==> src/rtl/menu_controller.sv <==
// Menu/setpoint/clock controller: turns debounced UP/DOWN/MENU buttons into page
// changes and field edits, keeps wall-clock time, and falls back to IDLE when left alone.
//
// state      | meaning
// S_IDLE     | idle page, UP/DOWN ignored
// S_TEMP     | editing temperature setpoint
// S_HUM      | editing humidity setpoint
// S_HOURS    | editing clock hours
// S_MINUTES  | editing clock minutes
module menu_controller #(
  parameter int unsigned TICKS_PER_MIN  = 32'd3_000_000_000,
  parameter int unsigned TIMEOUT_CYCLES = 32'd500_000_000,
  parameter int unsigned TEMP_MIN       = 32'd40,
  parameter int unsigned TEMP_MAX       = 32'd99,
  parameter int unsigned TEMP_DEFAULT   = 32'd72,
  parameter int unsigned HUM_DEFAULT    = 32'd50
) (
  input  logic        CLOCK_50,
  input  logic        RESET,
  input  logic        BTN_MENU,
  input  logic        BTN_UP,
  input  logic        BTN_DOWN,
  output logic [3:0]  MENU_STATE,
  output logic [11:0] SET_TEMP_F,
  output logic [7:0]  SET_HUM,
  output logic [4:0]  TIME_HOURS,
  output logic [5:0]  TIME_MINUTES
);

  typedef enum logic [3:0] {
    S_IDLE    = 4'd0,
    S_TEMP    = 4'd1,
    S_HUM     = 4'd2,
    S_HOURS   = 4'd3,
    S_MINUTES = 4'd4
  } state_t;

  localparam logic [11:0] T_MIN = TEMP_MIN[11:0];
  localparam logic [11:0] T_MAX = TEMP_MAX[11:0];
  localparam logic [11:0] T_DEF = TEMP_DEFAULT[11:0];
  localparam logic [7:0]  H_DEF = HUM_DEFAULT[7:0];

  state_t      state_q, state_d;
  logic [11:0] temp_q, temp_d;
  logic [7:0]  hum_q, hum_d;
  logic [4:0]  hours_q, hours_d;
  logic [5:0]  mins_q, mins_d;
  logic [31:0] presc_q, presc_d;
  logic [31:0] tmo_q, tmo_d;

  // bit order {menu, up, down}; held masks a button that was high through reset
  logic [2:0] btn_raw, btn_q1, btn_q2, btn_held;
  logic [2:0] press;
  logic       press_menu, step_up, step_dn, any_press, tick, time_edit;

  assign btn_raw    = {BTN_MENU, BTN_UP, BTN_DOWN};
  assign press      = btn_q1 & ~btn_q2 & ~btn_held;
  assign press_menu = press[2];
  assign step_up    = press[1] & ~press[0] & ~press_menu;
  assign step_dn    = press[0] & ~press[1] & ~press_menu;
  assign any_press  = |press;
  assign tick       = (presc_q == TICKS_PER_MIN - 32'd1);
  assign time_edit  = ((state_q == S_HOURS) || (state_q == S_MINUTES)) && (step_up || step_dn);

  always_comb begin
    state_d = state_q;
    temp_d  = temp_q;
    hum_d   = hum_q;
    hours_d = hours_q;
    mins_d  = mins_q;
    presc_d = tick ? 32'd0 : presc_q + 32'd1;
    tmo_d   = tmo_q + 32'd1;

    // a user time edit swallows a coincident minute tick
    if (tick && !time_edit) begin
      if (mins_q == 6'd59) begin
        mins_d  = 6'd0;
        hours_d = (hours_q == 5'd23) ? 5'd0 : hours_q + 5'd1;
      end else begin
        mins_d = mins_q + 6'd1;
      end
    end
    if (time_edit) presc_d = 32'd0;

    case (state_q)
      S_IDLE: if (press_menu) state_d = S_TEMP;
      S_TEMP: begin
        if (press_menu) state_d = S_HUM;
        else if (step_up && temp_q < T_MAX) temp_d = temp_q + 12'd1;
        else if (step_dn && temp_q > T_MIN) temp_d = temp_q - 12'd1;
      end
      S_HUM: begin
        if (press_menu) state_d = S_HOURS;
        else if (step_up && hum_q < 8'd99) hum_d = hum_q + 8'd1;
        else if (step_dn && hum_q > 8'd0) hum_d = hum_q - 8'd1;
      end
      S_HOURS: begin
        if (press_menu) state_d = S_MINUTES;
        else if (step_up) hours_d = (hours_q == 5'd23) ? 5'd0 : hours_q + 5'd1;
        else if (step_dn) hours_d = (hours_q == 5'd0) ? 5'd23 : hours_q - 5'd1;
      end
      S_MINUTES: begin
        if (press_menu) state_d = S_IDLE;
        else if (step_up) mins_d = (mins_q == 6'd59) ? 6'd0 : mins_q + 6'd1;
        else if (step_dn) mins_d = (mins_q == 6'd0) ? 6'd59 : mins_q - 6'd1;
      end
      default: state_d = S_IDLE;
    endcase

    if (state_q == S_IDLE || any_press) begin
      tmo_d = 32'd0;
    end else if (tmo_q == TIMEOUT_CYCLES - 32'd1) begin
      tmo_d   = 32'd0;
      state_d = S_IDLE;
    end
  end

  always_ff @(posedge CLOCK_50) begin
    if (RESET) begin
      state_q  <= S_IDLE;
      temp_q   <= T_DEF;
      hum_q    <= H_DEF;
      hours_q  <= 5'd0;
      mins_q   <= 6'd0;
      presc_q  <= 32'd0;
      tmo_q    <= 32'd0;
      btn_q1   <= 3'b000;
      btn_q2   <= 3'b000;
      btn_held <= 3'b111;
    end else begin
      state_q  <= state_d;
      temp_q   <= temp_d;
      hum_q    <= hum_d;
      hours_q  <= hours_d;
      mins_q   <= mins_d;
      presc_q  <= presc_d;
      tmo_q    <= tmo_d;
      btn_q1   <= btn_raw;
      btn_q2   <= btn_q1;
      btn_held <= btn_held & btn_raw;
    end
  end

  assign MENU_STATE   = state_q;
  assign SET_TEMP_F   = temp_q;
  assign SET_HUM      = hum_q;
  assign TIME_HOURS   = hours_q;
  assign TIME_MINUTES = mins_q;

endmodule

==> config.mk <==
export PLATFORM = sky130hd
export DESIGN_NAME = menu_controller
export DESIGN_NICKNAME = d
export VERILOG_FILES = /design/src/rtl/menu_controller.sv
export SDC_FILE = /design/constraint.sdc
export NUM_CORES = 1
export LEC_CHECK = 0
export BUFFER_PORTS_ARGS = -buffer_cell sky130_fd_sc_hd__clkbuf_2
export CORE_ASPECT_RATIO = 1.75
export CORE_MARGIN = 4
export CORE_UTILIZATION = 55
export DETAILED_ROUTE_END_ITERATION = 6
export GPL_TIMING_DRIVEN = 0
export MAX_ROUTING_LAYER = met4
export PLACE_DENSITY = 0.73
export SYNTH_ARGS = -nofsm -noshare
export SYNTH_HDL_FRONTEND = slang
export SYNTH_SLANG_ARGS = --single-unit
==> constraint.sdc <==
create_clock -name CLOCK_50 -period 6.6 [get_ports CLOCK_50]
set_input_delay 0 -clock CLOCK_50 [delete_from_list [all_inputs] [get_ports CLOCK_50]]
set_output_delay 0 -clock CLOCK_50 [all_outputs]
set_load 0.005 [all_outputs]
==> results of run 1 <==
==> cells in the mapped netlist (4+ instances only) <==
library cell	n
o21ai_0	18
a21o_1	11
o22ai_1	10
and4_1	6
a211oi_1	6
mux2i_1	16
or4_1	4
or3_1	4
and3_1	8
nor2_2	22
dfxtp_1	108
inv_1	16
nor3b_1	4
ha_1	23
nor4_1	10
nor2b_1	8
nand2_1	60
a211o_1	5
and2_1	6
nor2_1	82
nor3_1	24
xnor2_1	30
xor2_1	49
nand3_1	38
clkbuf_1	14
a21oi_1	35
nand4_1	20
==> sequential cells by signal, indices dropped and copies added (netlist names) <==
register and count:
btn_q1 3, btn_q2 3, btn_held 3, SET_TEMP_F 12, presc_q 32, SET_HUM 8, TIME_MINUTES 6, TIME_HOURS 5
MENU_STATE 4, tmo_q 32
==> power by group <==
group	internal (uW)	switching [uW]	total, uW	leakage [uW]
clock network	261	255	516	0.000133
logic	30.6	44.8	75.4	0.00146
registers	657	4.72	662	0.000873
==> kinds of logic (layout without fill, tap and decap cells) <==
logic type,Yosys count,in the layout
flops,108,108
buf+inv,41,99
compound gates,119,119
fa+ha+maj,25,25
simple gates,322,322
mux,16,16
other cells,1,1
xor+xnor,79,79
==> cell type report <==
| class | instances | area [um^2] | share of cell area |
|---|---|---|---|
| Clock inverter | 7 | 58.8 | 0.00875 |
| Timing Repair Buffer | 42 | 225 | 0.0335 |
| Clock buffer | 9 | 225 | 0.0335 |
| Multi-Input combinational cell | 562 | 3670 | 0.546 |
| Inverter | 16 | 60.1 | 0.00893 |
| Sequential cell | 108 | 2160 | 0.322 |
| Tap cell | 130 | 163 | 0.0242 |
| Buffer | 25 | 156 | 0.0233 |
==> how the worst min path moves through the flow <==
stage | endpoint | cells past startpoint
2_1_floorplan | btn_held[0]$_SDFF_PP1_ | 1
3_3_place_gp | btn_held[2]$_SDFF_PP1_ | 2
3_5_place_dp | btn_held[0]$_SDFF_PP1_ | 2
4_1_cts | TIME_HOURS[4]$_SDFF_PP0_ | 3
5_1_grt | TIME_HOURS[0]$_SDFF_PP0_ | 3
6_report | TIME_HOURS[4]$_SDFF_PP0_ | 3
==> timing repair <==
item / in CTS / in global routing
hold buffers: 3 / 0
endpoints found under the setup margin: 0 / 0
hold endpoints to repair: 6 / 0
==> worst max-delay path, delay by kind of cell (launching register included) <==
| kind | cells | cell delay [ps] |
|---|---|---|
| AO/OA/AOI/OAI | 4 | 770 |
| AND/OR/NAND/NOR | 5 | 1790 |
| flip-flops | 1 | 340 |
| buffers and inverters | 1 | 300 |
| adder cells (fa/ha/maj) | 1 | 430 |
==> placed cells by master (no fill, tap or decap), types with 4 or more instances in the layout <==
| cell type | count |
|---|---|
| nand3_1 | 38 |
| or4_1 | 4 |
| nor3_1 | 24 |
| nand2_1 | 60 |
| o22ai_1 | 10 |
| and2_1 | 6 |
| and4_1 | 6 |
| a211o_1 | 5 |
| o21ai_0 | 18 |
| nor2_2 | 22 |
| nor2_1 | 82 |
| ha_1 | 23 |
| and3_1 | 8 |
| a211oi_1 | 6 |
| xor2_1 | 49 |
| a21o_1 | 11 |
| nor2b_1 | 8 |
| dfxtp_1 | 108 |
| nand4_1 | 20 |
| a21oi_1 | 35 |
| clkbuf_1 | 14 |
| inv_1 | 16 |
| mux2i_1 | 16 |
| xnor2_1 | 30 |
| or3_1 | 4 |
| clkbuf_2 | 40 |
| nor4_1 | 10 |
| nor3b_1 | 4 |
| clkbuf_16 | 9 |
==> routing by layer <==
metal,up-vias,part of all wire
met3,36,0.025
met2,103,0.54
met5,-,0
met4,0,0.027
li1,2636,-
met1,2503,0.41
==> stage by stage <==
| step | util | power (uW) | setup WS [ps] | cell area (um^2) | hold slack (ps) |
|---|---|---|---|---|---|
| floorplan | - | 733 | 3530 | 6050 | 115 |
| global placement | 0.596 | 749 | 2990 | 6410 | 210 |
| detailed placement | 0.596 | 750 | 2980 | 6410 | 220 |
| CTS | 0.625 | 1260 | 2940 | 6720 | 59.6 |
| global route | 0.625 | 1310 | 2610 | 6720 | 95.5 |
| finish | 0.625 | 1250 | 2900 | 6720 | 65.6 |
==> results.yml, run 1 <==
yosys:
  synth_top_area_frac: 0.357
  async_flop_share: 0
  syn_avg_cell_area_um2: 8.51
  yosys.area_share.adder: 0.0542
  synth_cells: 711
  synth_top_family_by_area: "simple AND/OR/NAND/NOR gates"
  synth_area_mm2: 0.00605
  ys_types: 72
  synth_compound_area_frac: 0.133
  synth_edf_count: 0
  synth_nets: 741
  synth_ff_type: "dfxtp_1"
  yosysWarnings: 0
  synth-xor-area-share: 0.114
  yosysTopAreaCell: "dfxtp_1"
  synth-seq-area-share: 0.357
  synthSimpleGateAreaFrac: 0.279
  synth_area_leaders: "dfxtp_1 (36%), xor2_1 (7.1%), nor2_1 (5.1%), ha_1 (4.8%), xnor2_1 (4.3%)"
  ys_seq_elements: 108
  synthMuxAreaShare: 0.0265
power_and_ir_drop:
  power_leakage_uw: 0.00247
  powerDensity_mw_per_mm2: 186
  vdd_drop_max_mv: 0.140
finish:
  area_growth_pct: 11.1
  num-nets-final: 794
  diodes: 0
  stdcell_count: 899
  layout-drive-gt1-share: 0.131
  fillCellCount: 924
route:
  vias_per_cell: 5.87
  routed_wl_um: 13400
  vias: 5278
  antenna_left: 0
  drtIter0Drc: 212
  drcViolationCount: 0
  drt_pass1_iterations: 5
  routedWlPerCell_um: 14.9
timing:
  relSlewSlack: 0.347
  period_needed_ps: 3700
  finalHoldViolations: 0
  fmax_mhz: 270
  drv_slew: 0
  setup_viol: 0
  finClkSkew_ps: 9.61
  tns_ps: 0
  min_period_over_period: 0.560
  rsz0062_at_grt: "no"
  worst_slew_pin_slew_ps: 972
clocking:
  clk_pin_slew_ps: 70
  cts.path.max_buffers: 2
  clk-insertion-delay-late_ps: 350
  cts_made_buffers: 9
  cts_resized: 0
  post_cts_buffers: 0
  clock-sinks: 108
  tritoncts: "done"
  htree_levels: 3
  cts_root_buf: "clkbuf_16"
global_routing:
  grt_pass1_wl_um: 22700
  grt_use_total: 0.220
  grtUsageMet3: 0.0331
  grtUsageMet1: 0.238
  grt_overflow: 0
  grt_max_degree: 20
  first_global_vias: 5082
  grt_use_met2: 0.391
  busiest_layer: "met2"
  antenna_found_initial: 0
worst_hold_path:
  hold_class: "in -> reg"
  min_from: "RESET"
setup_path:
  crit_chain: "nor3b_1, nand3_1, nor3_2, inv_1, ha_1, a21oi_1, a211oi_1, nor2_1, o21ai_0, or4_1, a31oi_1"
  cp_data_required_time_ps: 6870
  arrival_ps: 3970
  max_stage_delay_ps: 440
  r2r_setup_slack_ps: 2900
  end_kind: "register"
  path_class: "reg -> reg"
  startpoint: "btn_q1[1]$_SDFF_PP0_"
  start_kind: "register"
  r2r_start: "btn_q1[1]$_SDFF_PP0_"
  crit_end: "SET_TEMP_F[11]$_SDFFE_PP0P_"
  r2r_cells: 11
  cp_max_fo: 12
  crit_path_top_delay_cell: "or4_1"
  r2r-end: "SET_TEMP_F[11]$_SDFFE_PP0P_"
placed_design:
  gp_congestion: 0.897
  place.port_buffers: 39
  place_inst: 880
  hpwl_um: 10200
job:
  maxCapViolations: 0
floorplan:
  die_h_um: 147
  start_util: 0.562
  dieArea_mm2: 0.0128
  row_count: 50
  pin_count: 40
  core_area_mm2: 0.0108
  chipWidth_um: 87.3
outcome:
  outcome: "finished clean"
(Power assumes the default switching activity.)
==> inputs of run 2 (changes only) <==
Settings changed: PLACE_DENSITY 0.73 to 0.76.
Clock period 6.6 ns to 3.4 ns, I/O delays scaled along.
==> run 2 against run 1 <==
Sequential power grew 93%. Setup slack worse by 2700 ps. Non-clock buffer count decreased by 1. Wire length rose by 2.5%. Highest routed layer unchanged.
==> results.yml, run 2 (synthesis results as in run 1) <==
placed_design:
  gp_congestion: 0.891
  place.port_buffers: 39
  pre_cts_slack_ps: -367
  hpwl_um: 10200
route:
  antenna_left: 0
  top_layer_used: "met4"
  drtIter0Drc: 187
  wl_met1_um: 5320
  vias_per_cell: 5.95
  routed_wl_um: 13700
  vias: 5339
  route.met3.wl_um: 473
  met2WireLength_um: 7560
  routedWlPerCell_um: 15.3
  drcViolationCount: 0
  drt_pass1_iterations: 5
power_and_ir_drop:
  powerDensity_mw_per_mm2: 364
  combPwrFrac: 0.061
  p_clk_frac: 0.418
  vdd_drop_max_mv: 0.345
  netSwitchingPower_uw: 616
  seqPwrFrac: 0.521
  p_int_uw: 1850
  finalPower_uw: 2470
  power_leakage_uw: 0.00248
  swShare: 0.250
finish:
  num-nets-final: 793
  final_cell_mix: "dfxtp_1 (108), nor2_1 (82), nand2_1 (60)"
  mostFrequentLayoutCell: "dfxtp_1"
  final_core_util: 0.630
  area_growth_pct: 12.0
  layout-drive-gt1-share: 0.141
  fillCellCount: 938
  diodes: 0
timing:
  finClkSkew_ps: 8.13
  setup_viol: 0
  rsz0062_at_grt: "no"
  finalHoldViolations: 0
  worst_slew_pin_slew_ps: 1020
  drv_slew: 0
  fmax_mhz: 312
  period_needed_ps: 3200
  min_period_over_period: 0.942
  setup_ws_ps: 198
  relSlewSlack: 0.315
global_routing:
  grt_pass1_wl_um: 23400
  antenna_found_initial: 0
  grt_use_total: 0.226
  grt_max_degree: 21
  grt_overflow: 0
  first_global_vias: 5269
clocking:
  htree_levels: 3
  cts_made_buffers: 9
  tritoncts: "done"
  clock-sinks: 108
  post_cts_buffers: 0
  clk_pin_slew_ps: 80
  cts_root_buf: "clkbuf_16"
  clk-insertion-delay-late_ps: 350
  cts.path.max_buffers: 2
setup_path:
  cp_data_required_time_ps: 3660
  cp_max_fo: 12
  r2r-end: "SET_TEMP_F[8]$_SDFFE_PP0P_"
  crit_end: "SET_TEMP_F[8]$_SDFFE_PP0P_"
  r2r_cells: 11
  startpoint: "btn_q1[1]$_SDFF_PP0_"
  start_kind: "register"
  end_kind: "register"
  arrival_ps: 3470
  r2r_start: "btn_q1[1]$_SDFF_PP0_"
  path_class: "reg -> reg"
  r2r_setup_slack_ps: 200
job:
  maxCapViolations: 0
floorplan:
  chipWidth_um: 87.3
  pin_count: 40
  start_util: 0.562
  core_area_mm2: 0.0108
  die_h_um: 147
  dieArea_mm2: 0.0128
  row_count: 50
outcome:
  outcome: "finished clean"
worst_hold_path:
  hold_class: "in -> reg"
-- run 2: cell count changes in the layout (fill, tap and decap cells not counted), sizes merged --
cell    before  now
inv         18   19
clkinv       3    2
clkbuf      63   62
-- run 2: worst min-delay path by stage --
| stage | from | endpoint | slack, ps | depth (start not counted) |
|---|---|---|---|---|
| 5_1_grt | RESET | TIME_HOURS[0]$_SDFF_PP0_ | 90 | 3 |
| 2_1_floorplan | BTN_DOWN | btn_held[0]$_SDFF_PP1_ | 110 | 1 |
| 4_1_cts | RESET | TIME_HOURS[0]$_SDFF_PP0_ | 50 | 3 |
| 3_3_place_gp | BTN_MENU | btn_held[2]$_SDFF_PP1_ | 210 | 2 |
| 6_report | RESET | TIME_HOURS[0]$_SDFF_PP0_ | 60 | 3 |
| 3_5_place_dp | BTN_MENU | btn_held[2]$_SDFF_PP1_ | 220 | 2 |
-- run 2: timing repair --
| item | in CTS | in global routing |
|---|---|---|
| gates resized for setup | 5 | 6 |
| endpoints found under the hold margin | 6 | 0 |
| endpoints found under the setup margin | 5 | 5 |
| cloned | 0 | 0 |
| hold buffers | 3 | 0 |
-- run 2: critical path, cell delays in order (launching register included) --
cell and delay [ps]:
dfxtp_1 340, nor3b_2 350, nand3_4 230, nor3_4 290, inv_2 170, fa_1 470
a211oi_2 220, o21bai_1 170, a2111oi_2 390, nor3_1 130, xnor2_1 140, o31ai_1 220
-- run 2: through the flow --
stage / std cells / hold slack, ps / area [um^2] / setup TNS (ps)
after floorplan: 711 / 115 / 6050 / 0
after global placement: 880 / 212 / 6410 / -925
after detailed placement: 880 / 218 / 6410 / -1340
after CTS: 899 / 53.9 / 6760 / 0
after global routing: 898 / 90.3 / 6770 / 0
final: 898 / 59.9 / 6770 / 0
-- run 2: power by group through the flow --
stage	sequential, uW	combinational (uW)	clock [uW]
after floorplan	1310	111	0
after global placement	1310	139	0
after detailed placement	1310	143	0
after CTS	1280	149	1050
after global routing	1290	165	1110
final	1280	151	1030
-- run 2: routing by layer --
| metal | vias up | GRT usage |
|---|---|---|
| met2 | 118 | 0.404 |
| li1 | 2638 | - |
| met1 | 2546 | 0.240 |
| met5 | - | - |
| met3 | 37 | 0.0337 |
| met4 | 0 | 0.0983 |
-- run 2: final cells by class --
| type | instances | area (um^2) | area share |
|---|---|---|---|
| plain buffers | 24 | 153 | 0.0225 |
| inverters | 16 | 60.1 | 0.00887 |
| clock buffers | 9 | 225 | 0.0332 |
| well taps | 130 | 163 | 0.0240 |
| clock inverters | 7 | 68.8 | 0.0102 |
| repair buffers | 42 | 225 | 0.0332 |
| flip-flops and latches | 108 | 2160 | 0.319 |
| multi-input cells | 562 | 3720 | 0.549 |
